**src/rtl/rst_seq_ctrl_if.sv**
```systemverilog
// Reset sequencer bus: the three reset request sources, cause clear, and the per-domain reset vector with status.
interface rst_seq_ctrl_if #(
    parameter int N_DOM = 3
);
    logic             Ext_rst_n;
    logic             Sw_rst_req;
    logic             Wdt_rst_req;
    logic             Cause_clr;
    logic [N_DOM-1:0] Dom_rst_n;
    logic             Busy;
    logic             Rst_done;
    logic [3:0]       Rst_cause;

    modport master (
        output Ext_rst_n, Sw_rst_req, Wdt_rst_req, Cause_clr,
        input  Dom_rst_n, Busy, Rst_done, Rst_cause
    );

    modport slave (
        input  Ext_rst_n, Sw_rst_req, Wdt_rst_req, Cause_clr,
        output Dom_rst_n, Busy, Rst_done, Rst_cause
    );
endinterface

```
**src/rtl/rst_seq_ctrl.sv**
```systemverilog
// Staggered per-domain reset sequencer: hold after the last request, then release domains 0..N_DOM-1 in order.
// Optional RST_CAUSE_EN macro adds the sticky {wdt, sw, ext, por} cause register.
module rst_seq_ctrl #(
    parameter int N_DOM       = 3,
    parameter int HOLD_CYC    = 16,
    parameter int STEP_CYC    = 4,
    parameter int SYNC_STAGES = 2
) (
    input  logic          Clk,
    input  logic          Rst_n,
    rst_seq_ctrl_if.slave bus
);
    localparam int HW = $clog2(HOLD_CYC + 1);
    localparam int SW = $clog2(STEP_CYC + 1);
    localparam int IW = $clog2(N_DOM + 1);

    localparam logic [HW-1:0]    HOLD_LAST = HW'(HOLD_CYC - 1);
    localparam logic [SW-1:0]    STEP_LAST = SW'(STEP_CYC - 1);
    localparam logic [IW-1:0]    IDX_LAST  = IW'(N_DOM - 1);
    localparam logic [N_DOM-1:0] ONE       = N_DOM'(1);

    typedef enum logic [1:0] {HOLD, RELEASE, RUN} state_t;

    state_t                 state;
    logic [HW-1:0]          hold_cnt;
    logic [SW-1:0]          step_cnt;
    logic [IW-1:0]          idx;
    logic [N_DOM-1:0]       dom_q;
    logic                   busy_q;
    logic                   done_q;
    logic [SYNC_STAGES-1:0] ext_sync;
    logic                   ext_req;
    logic                   req;

    // Chain carries the external request active-high, so it powers up deasserted.
    always_ff @(posedge Clk or negedge Rst_n) begin
        if (!Rst_n) ext_sync <= '0;
        else        ext_sync <= {ext_sync[SYNC_STAGES-2:0], ~bus.Ext_rst_n};
    end

    assign ext_req = ext_sync[SYNC_STAGES-1];
    assign req     = ext_req | bus.Sw_rst_req | bus.Wdt_rst_req;

    always_ff @(posedge Clk or negedge Rst_n) begin
        if (!Rst_n) begin
            state    <= HOLD;
            hold_cnt <= '0;
            step_cnt <= '0;
            idx      <= '0;
            dom_q    <= '0;
            busy_q   <= 1'b1;
            done_q   <= 1'b0;
        end else begin
            done_q <= 1'b0;
            case (state)
                HOLD: begin
                    if (req) begin
                        hold_cnt <= '0;
                    end else if (hold_cnt == HOLD_LAST) begin
                        dom_q    <= ONE;
                        hold_cnt <= '0;
                        step_cnt <= '0;
                        idx      <= IW'(1);
                        if (N_DOM == 1) begin
                            state  <= RUN;
                            busy_q <= 1'b0;
                            done_q <= 1'b1;
                        end else begin
                            state  <= RELEASE;
                        end
                    end else begin
                        hold_cnt <= hold_cnt + 1'b1;
                    end
                end
                RELEASE: begin
                    // Abort re-asserts every domain so no high domain sits above a low one.
                    if (req) begin
                        state    <= HOLD;
                        dom_q    <= '0;
                        busy_q   <= 1'b1;
                        hold_cnt <= '0;
                        step_cnt <= '0;
                        idx      <= '0;
                    end else if (step_cnt == STEP_LAST) begin
                        dom_q    <= dom_q | (ONE << idx);
                        step_cnt <= '0;
                        idx      <= idx + 1'b1;
                        if (idx == IDX_LAST) begin
                            state  <= RUN;
                            busy_q <= 1'b0;
                            done_q <= 1'b1;
                        end
                    end else begin
                        step_cnt <= step_cnt + 1'b1;
                    end
                end
                RUN: begin
                    if (req) begin
                        state    <= HOLD;
                        dom_q    <= '0;
                        busy_q   <= 1'b1;
                        hold_cnt <= '0;
                        step_cnt <= '0;
                        idx      <= '0;
                    end
                end
                default: begin
                    state  <= HOLD;
                    dom_q  <= '0;
                    busy_q <= 1'b1;
                end
            endcase
        end
    end

    assign bus.Dom_rst_n = dom_q;
    assign bus.Busy      = busy_q;
    assign bus.Rst_done  = done_q;

`ifdef RST_CAUSE_EN
    logic [3:0] cause_q;
    logic       cause_clr_run;

    assign cause_clr_run = (state == RUN) && bus.Cause_clr;

    // A set on the clearing edge survives because the set bits are ORed after the clear.
    always_ff @(posedge Clk or negedge Rst_n) begin
        if (!Rst_n) cause_q <= 4'b0001;
        else        cause_q <= (cause_clr_run ? 4'b0000 : cause_q)
                               | {bus.Wdt_rst_req, bus.Sw_rst_req, ext_req, 1'b0};
    end

    assign bus.Rst_cause = cause_q;
`else
    logic unused_cause_clr;
    assign unused_cause_clr = bus.Cause_clr;
    assign bus.Rst_cause    = 4'b0000;
`endif
endmodule

```
**src/flat_wrapper.sv**
```systemverilog
// flat-port wrapper written by rule: the top's interface ports become plain ports
module rst_seq_ctrl_flat 
#(
    parameter int N_DOM       = 3,
    parameter int HOLD_CYC    = 16,
    parameter int STEP_CYC    = 4,
    parameter int SYNC_STAGES = 2
)
  (Clk, Rst_n, bus_Ext_rst_n, bus_Sw_rst_req, bus_Wdt_rst_req, bus_Cause_clr, bus_Dom_rst_n, bus_Busy, bus_Rst_done, bus_Rst_cause);
  rst_seq_ctrl_if #(.N_DOM(N_DOM)) bus_i ();
  input  logic Clk;
  input  logic Rst_n;
  input wire logic [$bits(bus_i.Ext_rst_n)-1:0] bus_Ext_rst_n;
  input wire logic [$bits(bus_i.Sw_rst_req)-1:0] bus_Sw_rst_req;
  input wire logic [$bits(bus_i.Wdt_rst_req)-1:0] bus_Wdt_rst_req;
  input wire logic [$bits(bus_i.Cause_clr)-1:0] bus_Cause_clr;
  output wire logic [$bits(bus_i.Dom_rst_n)-1:0] bus_Dom_rst_n;
  output wire logic [$bits(bus_i.Busy)-1:0] bus_Busy;
  output wire logic [$bits(bus_i.Rst_done)-1:0] bus_Rst_done;
  output wire logic [$bits(bus_i.Rst_cause)-1:0] bus_Rst_cause;
  assign bus_i.Ext_rst_n = bus_Ext_rst_n;
  assign bus_i.Sw_rst_req = bus_Sw_rst_req;
  assign bus_i.Wdt_rst_req = bus_Wdt_rst_req;
  assign bus_i.Cause_clr = bus_Cause_clr;
  assign bus_Dom_rst_n = bus_i.Dom_rst_n;
  assign bus_Busy = bus_i.Busy;
  assign bus_Rst_done = bus_i.Rst_done;
  assign bus_Rst_cause = bus_i.Rst_cause;
  rst_seq_ctrl #(.N_DOM(N_DOM), .HOLD_CYC(HOLD_CYC), .STEP_CYC(STEP_CYC), .SYNC_STAGES(SYNC_STAGES)) u_core (.Clk(Clk), .Rst_n(Rst_n), .bus(bus_i));
endmodule
```
**config.mk**
```make
export PLATFORM = sky130hd
export DESIGN_NAME = rst_seq_ctrl_flat
export DESIGN_NICKNAME = d
export VERILOG_FILES = /design/src/rtl/rst_seq_ctrl_if.sv /design/src/rtl/rst_seq_ctrl.sv /design/src/flat_wrapper.sv
export SDC_FILE = /design/constraint.sdc
export NUM_CORES = 1
export LEC_CHECK = 0
export ABC_CLOCK_PERIOD_IN_PS = 4500
export BUFFER_PORTS_ARGS = -buffer_cell sky130_fd_sc_hd__buf_2
export CORE_MARGIN = 3
export CORE_UTILIZATION = 59
export CTS_CLUSTER_SIZE = 14
export DETAILED_ROUTE_END_ITERATION = 12
export PLACE_DENSITY = 0.86
export SLEW_MARGIN = 20
export SYNTH_ARGS = -nofsm -noshare
export SYNTH_HDL_FRONTEND = slang
export SYNTH_SLANG_ARGS = --single-unit
```
**constraint.sdc**
```tcl
create_clock -name Clk -period 4.5 [get_ports Clk]
set_input_delay 0.9 -clock Clk [delete_from_list [all_inputs] [get_ports Clk]]
set_output_delay 0.9 -clock Clk [all_outputs]
set_load 0.005 [all_outputs]
```
* Word level (Yosys, flattened, before mapping)
Index checks and enable logic that the tools add are counted.
Word-level totals: logic and storage cells 72, input port bits 6, bits in registers 19
Operators by class: shift-type cells 1, bitwise operators 5, reduce and logical (&&, ||, !) cells 10, add/subtract/negate cells 3, equality and inequality tests 11, muxes and demuxes 34
Operators by type and width (number):
- $mux W3 | 9
- $pmux W3 S3 | 2
- $mux W2 | 8
- $mux W5 | 3
- $pmux W2 S3 | 2
- $reduce_and A4 Y1 | 3
- $pmux W5 S2 | 1
- $reduce_and A5 Y1 | 2
- $mux W1 | 8
- $ne A2 B1 Y1 const B | 3
- $ne A3 B1 Y1 const B | 2
- $add A5 B1 Y5 const B | 1
- $eq A5 B4 Y1 const B | 1
- $eq A2 B2 Y1 const B | 2
- $add A3 B1 Y3 const B | 1
- $eq A3 B2 Y1 const B | 1
- $or A3 B3 Y3 | 1
- $pmux W1 S3 | 1
- $reduce_bool A3 Y1 | 1
- $shl A1 B2 Y3 const A | 1
- $add A2 B1 Y2 const B | 1
- $eq A2 B1 Y1 const B | 1
- $logic_not A2 Y1 | 1
- $ne A2 B2 Y1 const B | 1
- 5 further kinds | 7

* Longest topological paths before layout
Gate-level depths: netlist of the first run.
depth after elaboration 5, mapped depth 6, mapped depth without buffers 6

* Worst setup path before layout of the first run
Ideal clock, no wire load.
kind input-to-reg, from in bus_Wdt_rst_req, to reg u_core.step_cnt[0], setup time 128 ps, data arrival time 1929 ps, path buffers 0, stages 4, slack 2443 ps, cell sequence or3_4 > o21ai_4 > nand2_1 > mux2_1
On the way: cells in the longest elaborated chain, start to end 3
Ends and longest elaborated chain:
- start: declaration | RTL line flat_wrapper.sv:15 | input wire logic [$bits(bus_i.Wdt_rst_req)-1:0] bus_Wdt_rst_req;
- $or A1 B1 Y1 * | RTL line rst_seq_ctrl.sv:42 | assign req = ext_req | bus.Sw_rst_req | bus.Wdt_rst_req;
- $mux W3 (tied with other cells) | RTL line rst_seq_ctrl.sv:77 | if (req) begin
- $pmux W3 S3 / $reduce_and A4 Y1 (equally long branches)
- end signal: assignment | RTL line rst_seq_ctrl.sv:94 | step_cnt <= step_cnt + 1'b1;
- end: declaration | RTL line rst_seq_ctrl.sv:26 | logic [SW-1:0] step_cnt;
Mark *: on every way between the ends. The rest lies on a longest branch, timed or not. A chain may end at the register's enable or synchronous reset.

* Worst setup path in the final report of the first run
from reg u_core.state[0], to reg u_core.state[0]
On the way: cells in the longest elaborated chain, start to end 3
Ends and longest elaborated chain:
- start: declaration | RTL line rst_seq_ctrl.sv:24 | state_t state;
- start signal: assignment | RTL line rst_seq_ctrl.sv:46 | state <= HOLD;
- start signal: assignment | RTL line rst_seq_ctrl.sv:65 | state <= RUN;
- start signal: assignment | RTL line rst_seq_ctrl.sv:69 | state <= RELEASE;
- $eq A2 B1 Y1 (tied with other cells) | RTL line rst_seq_ctrl.sv:55 | case (state)
- $ne A3 B1 Y1 (no line) (tied with other cells)
- $reduce_and A5 Y1 (no line)
Parallel ways exist; a longest one is shown, timed or not.

==> reports/summary.txt, run 1 <==
Fillers - 119
Synth area leader - dfrtp_1
die height - 48.4 µm
CTS tree - done
CTS H-tree lvls - 1
DR iter-0 viols - 35
Tcrit/Tclk final - 0.469
critical path's slowest cell - nor4b_1
Final Setup Violations - 0
Post-CTS Resized - 0
Post-CTS Setup Bufs - 0
Seq cells post-synth - 19
number of global-route vias before repair - 819
Final ANT Viol Nets - 0
IR drop worst, VDD - 0.000317 V
Metal-1 WL - 853 µm
Syn Std Cell Area - 0.00106 mm²
worst reg2reg path endpoint - u_core.state[0]$_DFFE_PN0P_
vias per cell - 5.98
post-DP HPWL - 1530 µm
worst hold path type - reg2reg
Slew @ Worst Pin - 633 ps
WL met3 - 81 µm
area grow syn2layout - 7.30%
CP Data Arrival Time - 2310 ps
Critical Path Sink Type - flip-flop
initial core utilization - 0.666
number of I/O port buffers - 9
CTS Buffer Depth - 2
ranking of synthesized cells by area - dfrtp_1 42%, ha_1 11%, a21oi_1 4.2%, mux2_1 3.2%, buf_4 2.8%
crit path time final - 2110 ps
drt total wl - 2060 µm
post-synth top area share - 0.424
Placer Congestion - 0.811
Hold-fix buffers, CTS - 0
Antenna diodes - 0
CTS sink cnt - 19
Cell Pwr Density - 444 mW/mm²
Crit Path Max Fanout - 5
critical path required time - 4700 ps
Slew Viols, Final - 0
Reg2Reg Setup Slack - 2390 ps
DRC violation count after routing - 0
Synth cell types - 36
nets@finish - 130
# rows - 14
number of max-cap violations - 0
CP max stage delay - 540 ps
Total GRT Usage - 0.196
Total Power - 506 µW
startpoint types - flip-flop
Avg Cell Area, Syn - 10.2 µm²
worst reg2reg path depth - 6
final instance area - 0.00114 mm²
Worst-path clk slew - 100 ps
clock skew - 2.93 ps
Num CTS Buffers - 3
Seq/Total Area, Yosys - 0.449
crit-path cells - inv_1, ha_1, nor4b_1, a31oi_1, and2_2, o211a_1
post-synthesis cell count - 104
Clock Latency Late Sink - 300 ps
final hold viol count - 0
number of synthesis warnings - 0
initial antenna violation count - 0
hold path depth - 0
kind of critical path - reg2reg
Highest Signal Layer - met4
Top Ports - 15
setup TNS - 0 ps
Worst slew margin - 0.572
Die Area - 0.00235 mm²
first-pass GRT wire length - 3590 µm
P_leak - 0.000540 µW
core region area - 0.00159 mm²
RSZ-0062 raised after global routing - false
Peak Freq - 473 MHz
met2 wire length - 1080 µm
Placement Cell Area - 0.00111 mm²
WHS Endpoint - u_core.ext_sync[1]$_DFF_PN0_
status - completed
Critical R2R Launch - u_core.state[0]$_DFFE_PN0P_
Root Driver - clkbuf_4
vias - 825
largest net degree at the start of global routing - 20
fraction of layout cells with a size suffix above 1 - 0.167
1st-pass router iterations - 4
die width - 48.4 µm
wire per inst - 14.9 µm
worst hold start - u_core.ext_sync[0]$_DFF_PN0_
grt total ovfl - 0
-- final cells by class --
class	count	area [µm²]	share of cell area
clock buffers	4	26.3	0.0231
inverters	8	30.0	0.0263
multi-input cells	73	524	0.460
flip-flops and latches	19	477	0.418
well taps	24	30.0	0.0263
repair buffers	10	52.6	0.0461
-- power breakdown --
| group | total [µW] | switching (µW) | internal (µW) |
|---|---|---|---|
| clock network | 86.9 | 52.3 | 34.6 |
| registers | 220 | 22.8 | 197 |
| logic | 199 | 120 | 78.7 |
-- flip-flops by register name, summed over array words and instances, names as in the netlist --
name,count
u_core.idx,2
u_core.step_cnt,3
u_core.bus.Busy,1
u_core.hold_cnt,5
u_core.ext_sync,2
u_core.state,2
u_core.bus.Dom_rst_n,3
u_core.bus.Rst_done,1
-- synthesized netlist by cell type --
library cell / instances
a21oi_1: 9
a22o_1: 1
a2bb2oi_1: 1
a311oi_1: 1
a31oi_1: 4
and2_2: 1
and3_1: 2
buf_2: 1
buf_4: 4
clkbuf_1: 2
conb_1: 1
dfrtp_1: 18
dfstp_2: 1
ha_1: 9
inv_1: 8
mux2_1: 3
mux2i_1: 1
nand2_1: 3
nand2_2: 1
nand2b_1: 1
nand3_1: 5
nand3_2: 1
nand4_1: 1
nand4b_1: 2
nor2_1: 4
nor2b_1: 1
nor3_1: 2
nor4_1: 2
nor4b_1: 2
o211a_1: 1
o21a_1: 1
o21ai_0: 4
o21ai_4: 1
o221ai_1: 1
o22ai_1: 3
or3_4: 1
-- layout by cell type, fill, tap and decap left out, types with 3 or more instances in the layout --
cell       n
a31oi_1    4
mux2_1     3
inv_1      8
conb_1     4
dfrtp_1   18
nand3_1    5
nand2_1    3
ha_1       9
a21oi_1    9
clkbuf_4   3
nor2_1     4
buf_2      9
o21ai_0    4
o22ai_1    3
-- critical path, delay by kind of cell, from the launching register on --
| family | cells | cell delay [ps] |
|---|---|---|
| simple gates | 2 | 830 |
| flops | 1 | 440 |
| buf+inv | 1 | 130 |
| compound gates | 2 | 410 |
| fa+ha+maj | 1 | 200 |
-- layer usage --
metal / vias up / GRT usage
li1: 394 / -
met1: 402 / 0.212
met2: 21 / 0.356
met3: 8 / 0.0337
met4: 0 / 0.118
met5: - / 0
-- kinds of logic after synthesis --
group	count (synthesis)	synth area share
AO/OA/AOI/OAI	27	0.167
adder cells (fa/ha/maj)	9	0.106
buffers and inverters	15	0.0683
flip-flops	19	0.449
multiplexers	4	0.0412
other	1	0.00353
AND/OR/NAND/NOR	29	0.165
-- stage by stage --
stage	instances	worst slack [ps]	util	hold slack, ps
6_report	138	2390	0.715	361
5_1_grt	138	2250	0.715	393
4_1_cts	138	2430	0.715	363
3_5_place_dp	134	2120	0.699	339
3_3_place_gp	134	2170	0.699	332
2_1_floorplan	107	2440	-	331
-- worst max-delay path by stage --
stage	startpoint	endpoint	cells after the start
2_1_floorplan	bus_Wdt_rst_req	u_core.step_cnt[0]$_DFFE_PN0P_	4
3_3_place_gp	bus_Wdt_rst_req	u_core.state[0]$_DFFE_PN0P_	5
3_5_place_dp	bus_Wdt_rst_req	u_core.step_cnt[1]$_DFFE_PN0P_	5
4_1_cts	u_core.state[0]$_DFFE_PN0P_	u_core.state[0]$_DFFE_PN0P_	6
5_1_grt	u_core.state[0]$_DFFE_PN0P_	u_core.state[0]$_DFFE_PN0P_	6
6_report	u_core.state[0]$_DFFE_PN0P_	u_core.state[0]$_DFFE_PN0P_	6
Note: power is estimated with default switching activity, not from simulation.
==> run 2, diff against run 1 <==
- ABC_CLOCK_PERIOD_IN_PS: 4500 -> 1700
- CORE_ASPECT_RATIO: unset -> 1.5
- CORE_UTILIZATION: 59 -> 50
- PLACE_DENSITY: 0.86 -> 0.78
- clock period: 4.5 -> 1.7 ns (I/O delays scaled with it)
==> run 2 against run 1 <==
Fmax increased by 29%. Clock power grew to 2.6 times the previous value. First-iteration DRC count shrank 17%. Via count is 1.2% higher. Sequential power rose to 2.6 times the previous value. Worst setup slack worse by 2300 ps. Combinational power rose to 3.3 times the previous value.
==> reports/summary.txt, run 2 (synthesis results as in run 1) <==
Placement Cell Area - 0.00118 mm² (+5.6%)
clock skew - 3.96 ps (+1.02 ps)
Tcrit/Tclk final - 0.963 (+0.494)
most common cell after layout, fill and taps aside - dfrtp_1
number of global-route vias before repair - 851 (+3.9%)
Total Power - 1450 µW (+190%)
Final WS setup - 62.3 ps (-2330 ps)
die width - 43.6 µm (-9.9%)
Total GRT Usage - 0.180 (-0.0158)
kind of critical path - reg2reg
final instance area - 0.00124 mm² (+9.2%)
DR iter-0 viols - 29 (-17%)
worst hold path type - in2reg
fraction of layout cells with a size suffix above 1 - 0.264 (+0.0973)
Peak Freq - 611 MHz (+29%)
final hold viol count - 0 (unchanged)
status - completed
Final Setup Violations - 0 (unchanged)
Die Area - 0.00273 mm² (+16%)
area grow syn2layout - 17.2%
IR drop worst, VDD - 0.000997 V (+210%)
crit path time final - 1640 ps (-475 ps)
number of max-cap violations - 0 (unchanged)
CTS H-tree lvls - 1 (unchanged)
CP Data Arrival Time - 1840 ps (-470 ps)
initial core utilization - 0.552 (-0.115)
core region area - 0.00193 mm² (+21%)
grt total ovfl - 0 (unchanged)
Root Driver - clkbuf_4
nets@finish - 141 (+8.5%)
1st-pass router iterations - 4 (unchanged)
Critical Path Sink Type - flip-flop
commonest non-fill, non-tap cells in the layout - 18 x dfrtp_1, 11 x buf_4, 9 x a21oi_1, 9 x buf_2, 8 x ha_1
Clock Latency Late Sink - 300 ps (about the same)
drt total wl - 2110 µm (+2.1%)
first-pass GRT wire length - 3800 µm (+5.6%)
startpoint types - flip-flop
Antenna diodes - 0 (unchanged)
Final Util - 0.647 (-0.0685)
Crit Path Max Fanout - 5 (unchanged)
post-DP HPWL - 1580 µm (+3.7%)
DRC violation count after routing - 0 (unchanged)
Post-Place Setup Slack - 4.90 ps (-2110 ps)
largest net degree at the start of global routing - 20 (unchanged)
Cell Pwr Density - 1160 mW/mm² (+160%)
vias - 835 (+1.2%)
Placer Congestion - 0.785 (-3.2%)
Num CTS Buffers - 3 (unchanged)
number of I/O port buffers - 9 (unchanged)
vias per cell - 5.72 (-4.3%)
CTS tree - done
max reg flops - 5 (unchanged)
Reg with most FFs - u_core.hold_cnt
Slew Viols, Final - 0 (unchanged)
die height - 62.5 µm (+29%)
Top Ports - 15 (unchanged)
# rows - 19 (+5)
Worst Hold Slack - 169 ps (-191 ps)
P_leak - 0.000596 µW (+10%)
RSZ-0062 raised after global routing - true
wire per inst - 14.4 µm (-3.5%)
Worst-path clk slew - 110 ps (about the same)
Final ANT Viol Nets - 0 (unchanged)
critical path required time - 1900 ps (-2800 ps)
CTS sink cnt - 19 (unchanged)
CTS Buffer Depth - 2 (unchanged)
initial antenna violation count - 0 (unchanged)
==> run 2: cell count changes in the layout (fill, tap and decap cells not counted), sizes merged <==
cell	previous run	this run
buf	10	20
dlygate4sd3	0	1
==> run 2: per-layer routing <==
| layer | track usage | up-vias | wire (µm) |
|---|---|---|---|
| met1 | 0.214 | 405 | 840 |
| met4 | 0.0830 | 0 | 22 |
| li1 | - | 414 | - |
| met3 | 0.0173 | 3 | 50 |
| met2 | 0.312 | 13 | 1190 |
| met5 | 0 | - | 0 |
==> run 2: through the flow <==
step,std cells,TNS [ps]
after detailed placement,139,0
after global routing,146,-7.60
after global placement,139,0
after CTS,145,0
after floorplan,107,0
final,146,0
==> run 2: path summary, 6_finish.rpt <==
check	from	slack, ps	to	cells past startpoint
setup / recovery	u_core.state[0]$_DFFE_PN0P_	60	u_core.state[0]$_DFFE_PN0P_	6
min in group asynchronous	Rst_n	500	u_core.idx[0]$_DFFE_PN0P_	2
setup reg to reg	u_core.state[0]$_DFFE_PN0P_	60	u_core.state[0]$_DFFE_PN0P_	6
hold / removal	bus_Ext_rst_n	170	u_core.ext_sync[0]$_DFF_PN0_	2
hold reg to reg	u_core.ext_sync[0]$_DFF_PN0_	360	u_core.ext_sync[1]$_DFF_PN0_	0
max in group asynchronous	Rst_n	870	u_core.bus.Busy$_DFFE_PN1P_	2
==> run 2: where the power goes <==
group	internal (µW)	total [µW]	leakage, µW	switching (µW)
Clock	91.5	229	0.0000150	137
Combinational	299	649	0.000332	350
Sequential	522	571	0.000249	48.3
Total	913	1450	0.000596	536
==> run 2: what timing repair did <==
item	4_1_cts	5_1_grt
setup endpoints to repair	4	9
buffers inserted	1	1
hold endpoints to repair	18	0
hold buffers	1	0
gates resized for setup	1	3
==> run 2: layout make-up <==
type	instances	area (µm²)
fill	157	681
multi-input combinational	73	548
sequential	19	477
timing repair buffer	21	138
inverter	8	30.0
clock buffer	4	26.3
tap	21	26.3
==> run 2: critical path, cell delays in order (launching register included) <==
cell and delay [ps]:
dfrtp_1 390, inv_1 90, ha_1 210, nor4b_4 260, a31oi_1 120, and2_2 260, o211a_1 210
==> run 3, diff against run 2 <==
- MAX_ROUTING_LAYER: unset -> met4
==> run 3 against run 2 <==
First-iteration DRC count shrank 10%. Sequential share of layout area is the same. Final cell count is the same. Utilization is the same. Clock power is essentially flat. Register-to-register slack is essentially flat. Sequential power is essentially flat. Worst hold slack is essentially flat. Worst setup slack lost 8.6 ps. Largest cell class unchanged.
==> reports/summary.txt, run 3 (synthesis results as in run 1) <==
Crit Path Max Fanout - 5 (unchanged)
Peak Freq - 607 MHz (-0.52%)
number of max-cap violations - 0 (unchanged)
DRC violation count after routing - 0 (unchanged)
crit-path cells - inv_1, ha_1, nor4b_4, a31oi_1, and2_2, o211a_1
number of global-route vias before repair - 854 (+0.35%)
die width - 43.6 µm (unchanged)
final instance area - 0.00124 mm² (unchanged)
delay-heaviest family, CP - simple AND/OR/NAND/NOR gates
post-DP HPWL - 1580 µm (unchanged)
Num CTS Buffers - 3 (unchanged)
Placer Congestion - 0.796 (+1.4%)
fraction of layout cells with a size suffix above 1 - 0.264 (unchanged)
Slew Viols, Final - 0 (unchanged)
number of I/O port buffers - 9 (unchanged)
Cell Pwr Density - 1170 mW/mm² (+0.18%)
Critical Path Sink Type - flip-flop
Clock Latency Late Sink - 300 ps (about the same)
crit path time final - 1650 ps (+8.61 ps)
wire per inst - 14.5 µm (+0.76%)
status - completed
initial core utilization - 0.552 (unchanged)
drt total wl - 2120 µm (+0.76%)
core region area - 0.00193 mm² (unchanged)
DR iter-0 viols - 26 (-10%)
CP max stage delay - 400 ps (about the same)
Placement Cell Area - 0.00118 mm² (unchanged)
Worst Path Buf+Inv - 1 (unchanged)
Total Power - 1450 µW (+0.18%)
Antenna diodes - 0 (unchanged)
commonest non-fill, non-tap cells in the layout - 18 x dfrtp_1, 11 x buf_4, 9 x a21oi_1, 9 x buf_2, 8 x ha_1
Total GRT Usage - 0.185 (+0.00418)
Worst-path clk slew - 110 ps (about the same)
final hold viol count - 0 (unchanged)
Top Ports - 15 (unchanged)
Fillers - 157 (unchanged)
P_leak - 0.000596 µW (unchanged)
die height - 62.5 µm (unchanged)
Tcrit/Tclk final - 0.968 (+0.00506)
initial antenna violation count - 0 (unchanged)
Final Setup Violations - 0 (unchanged)
Layout Cells excl Fill - 146 (unchanged)
CTS sink cnt - 19 (unchanged)
nets@finish - 141 (unchanged)
RSZ-0062 raised after global routing - true
CP Data Arrival Time - 1850 ps (about the same)
area grow syn2layout - 17.2% (unchanged)
Post-Place Setup Slack - 4.90 ps (unchanged)
Final ANT Viol Nets - 0 (unchanged)
CTS tree - done
max reg flops - 5 (unchanged)
vias per cell - 5.83 (+1.9%)
critical path required time - 1900 ps (about the same)
placed cell count - 139 (unchanged)
startpoint types - flip-flop
kind of critical path - reg2reg
largest net degree at the start of global routing - 20 (unchanged)
grt total ovfl - 0 (unchanged)
sequential cell area - 477 µm² (unchanged)
first-pass GRT wire length - 3800 µm (unchanged)
Root Driver - clkbuf_4
IR drop worst, VDD - 0.00100 V (+0.76%)
CTS Buffer Depth - 2 (unchanged)
critical path's slowest cell - dfrtp_1
area of the multi-input gates - 548 µm² (unchanged)
clock skew - 7.01 ps (+3.05 ps)
Final Util - 0.647 (unchanged)
Reg with most FFs - u_core.hold_cnt
CTS H-tree lvls - 1 (unchanged)
Final WS setup - 53.7 ps (-8.61 ps)
most common cell after layout, fill and taps aside - dfrtp_1
# rows - 19 (unchanged)
worst hold path type - in2reg
1st-pass router iterations - 4 (unchanged)
vias - 851 (+1.9%)
Die Area - 0.00273 mm² (unchanged)
==> run 3: cell counts in the layout (fill, tap and decap cells not counted) <==
Identical to the previous run, type by type.
==> run 3: final timing paths <==
kind / depth (start not counted) / endpoint / slack, ps / startpoint
worst max-delay path: 6 / u_core.state[0]$_DFFE_PN0P_ / 50 / u_core.state[0]$_DFFE_PN0P_
worst min-delay path: 2 / u_core.ext_sync[0]$_DFF_PN0_ / 170 / bus_Ext_rst_n
worst max register to register: 6 / u_core.state[0]$_DFFE_PN0P_ / 50 / u_core.state[0]$_DFFE_PN0P_
worst min register to register: 0 / u_core.ext_sync[1]$_DFF_PN0_ / 360 / u_core.ext_sync[0]$_DFF_PN0_
max in group asynchronous: 2 / u_core.bus.Busy$_DFFE_PN1P_ / 870 / Rst_n
min in group asynchronous: 2 / u_core.idx[0]$_DFFE_PN0P_ / 500 / Rst_n
==> run 3: report_power, final <==
group / total (µW) / leakage, µW / internal [µW] / switching [µW]
combinational: 649 / 0.000332 / 299 / 351
clock: 231 / 0.0000150 / 91.5 / 140
sequential: 570 / 0.000249 / 522 / 48.0
==> run 3: cell type report <==
cell class / count / area share
clock buffer: 4 / 0.0211
inverter: 8 / 0.0241
multi-input combinational: 73 / 0.440
sequential: 19 / 0.383
tap: 21 / 0.0211
timing repair buffer: 21 / 0.111
==> run 3: layer usage <==
layer	track usage	up-vias	wire length, µm
met5	-	-	0
met4	0.0830	0	44
met3	0.0173	5	40
met2	0.314	9	1190
met1	0.211	422	846
li1	-	415	-
==> run 3: stage by stage <==
step                      TNS [ps]  hold WS [ps]
after CTS                        0           162
after detailed placement         0           306
final                            0           170
after floorplan                  0          44.4
after global placement           0           294
after global routing         -7.60           164
==> run 3: timing repair <==
item                                   in CTS  in global routing
hold buffers                                1                  0
endpoints found under the hold margin      18                  0
buffers inserted                            1                  1
setup endpoints to repair                   4                  9
resized for setup                           1                  3
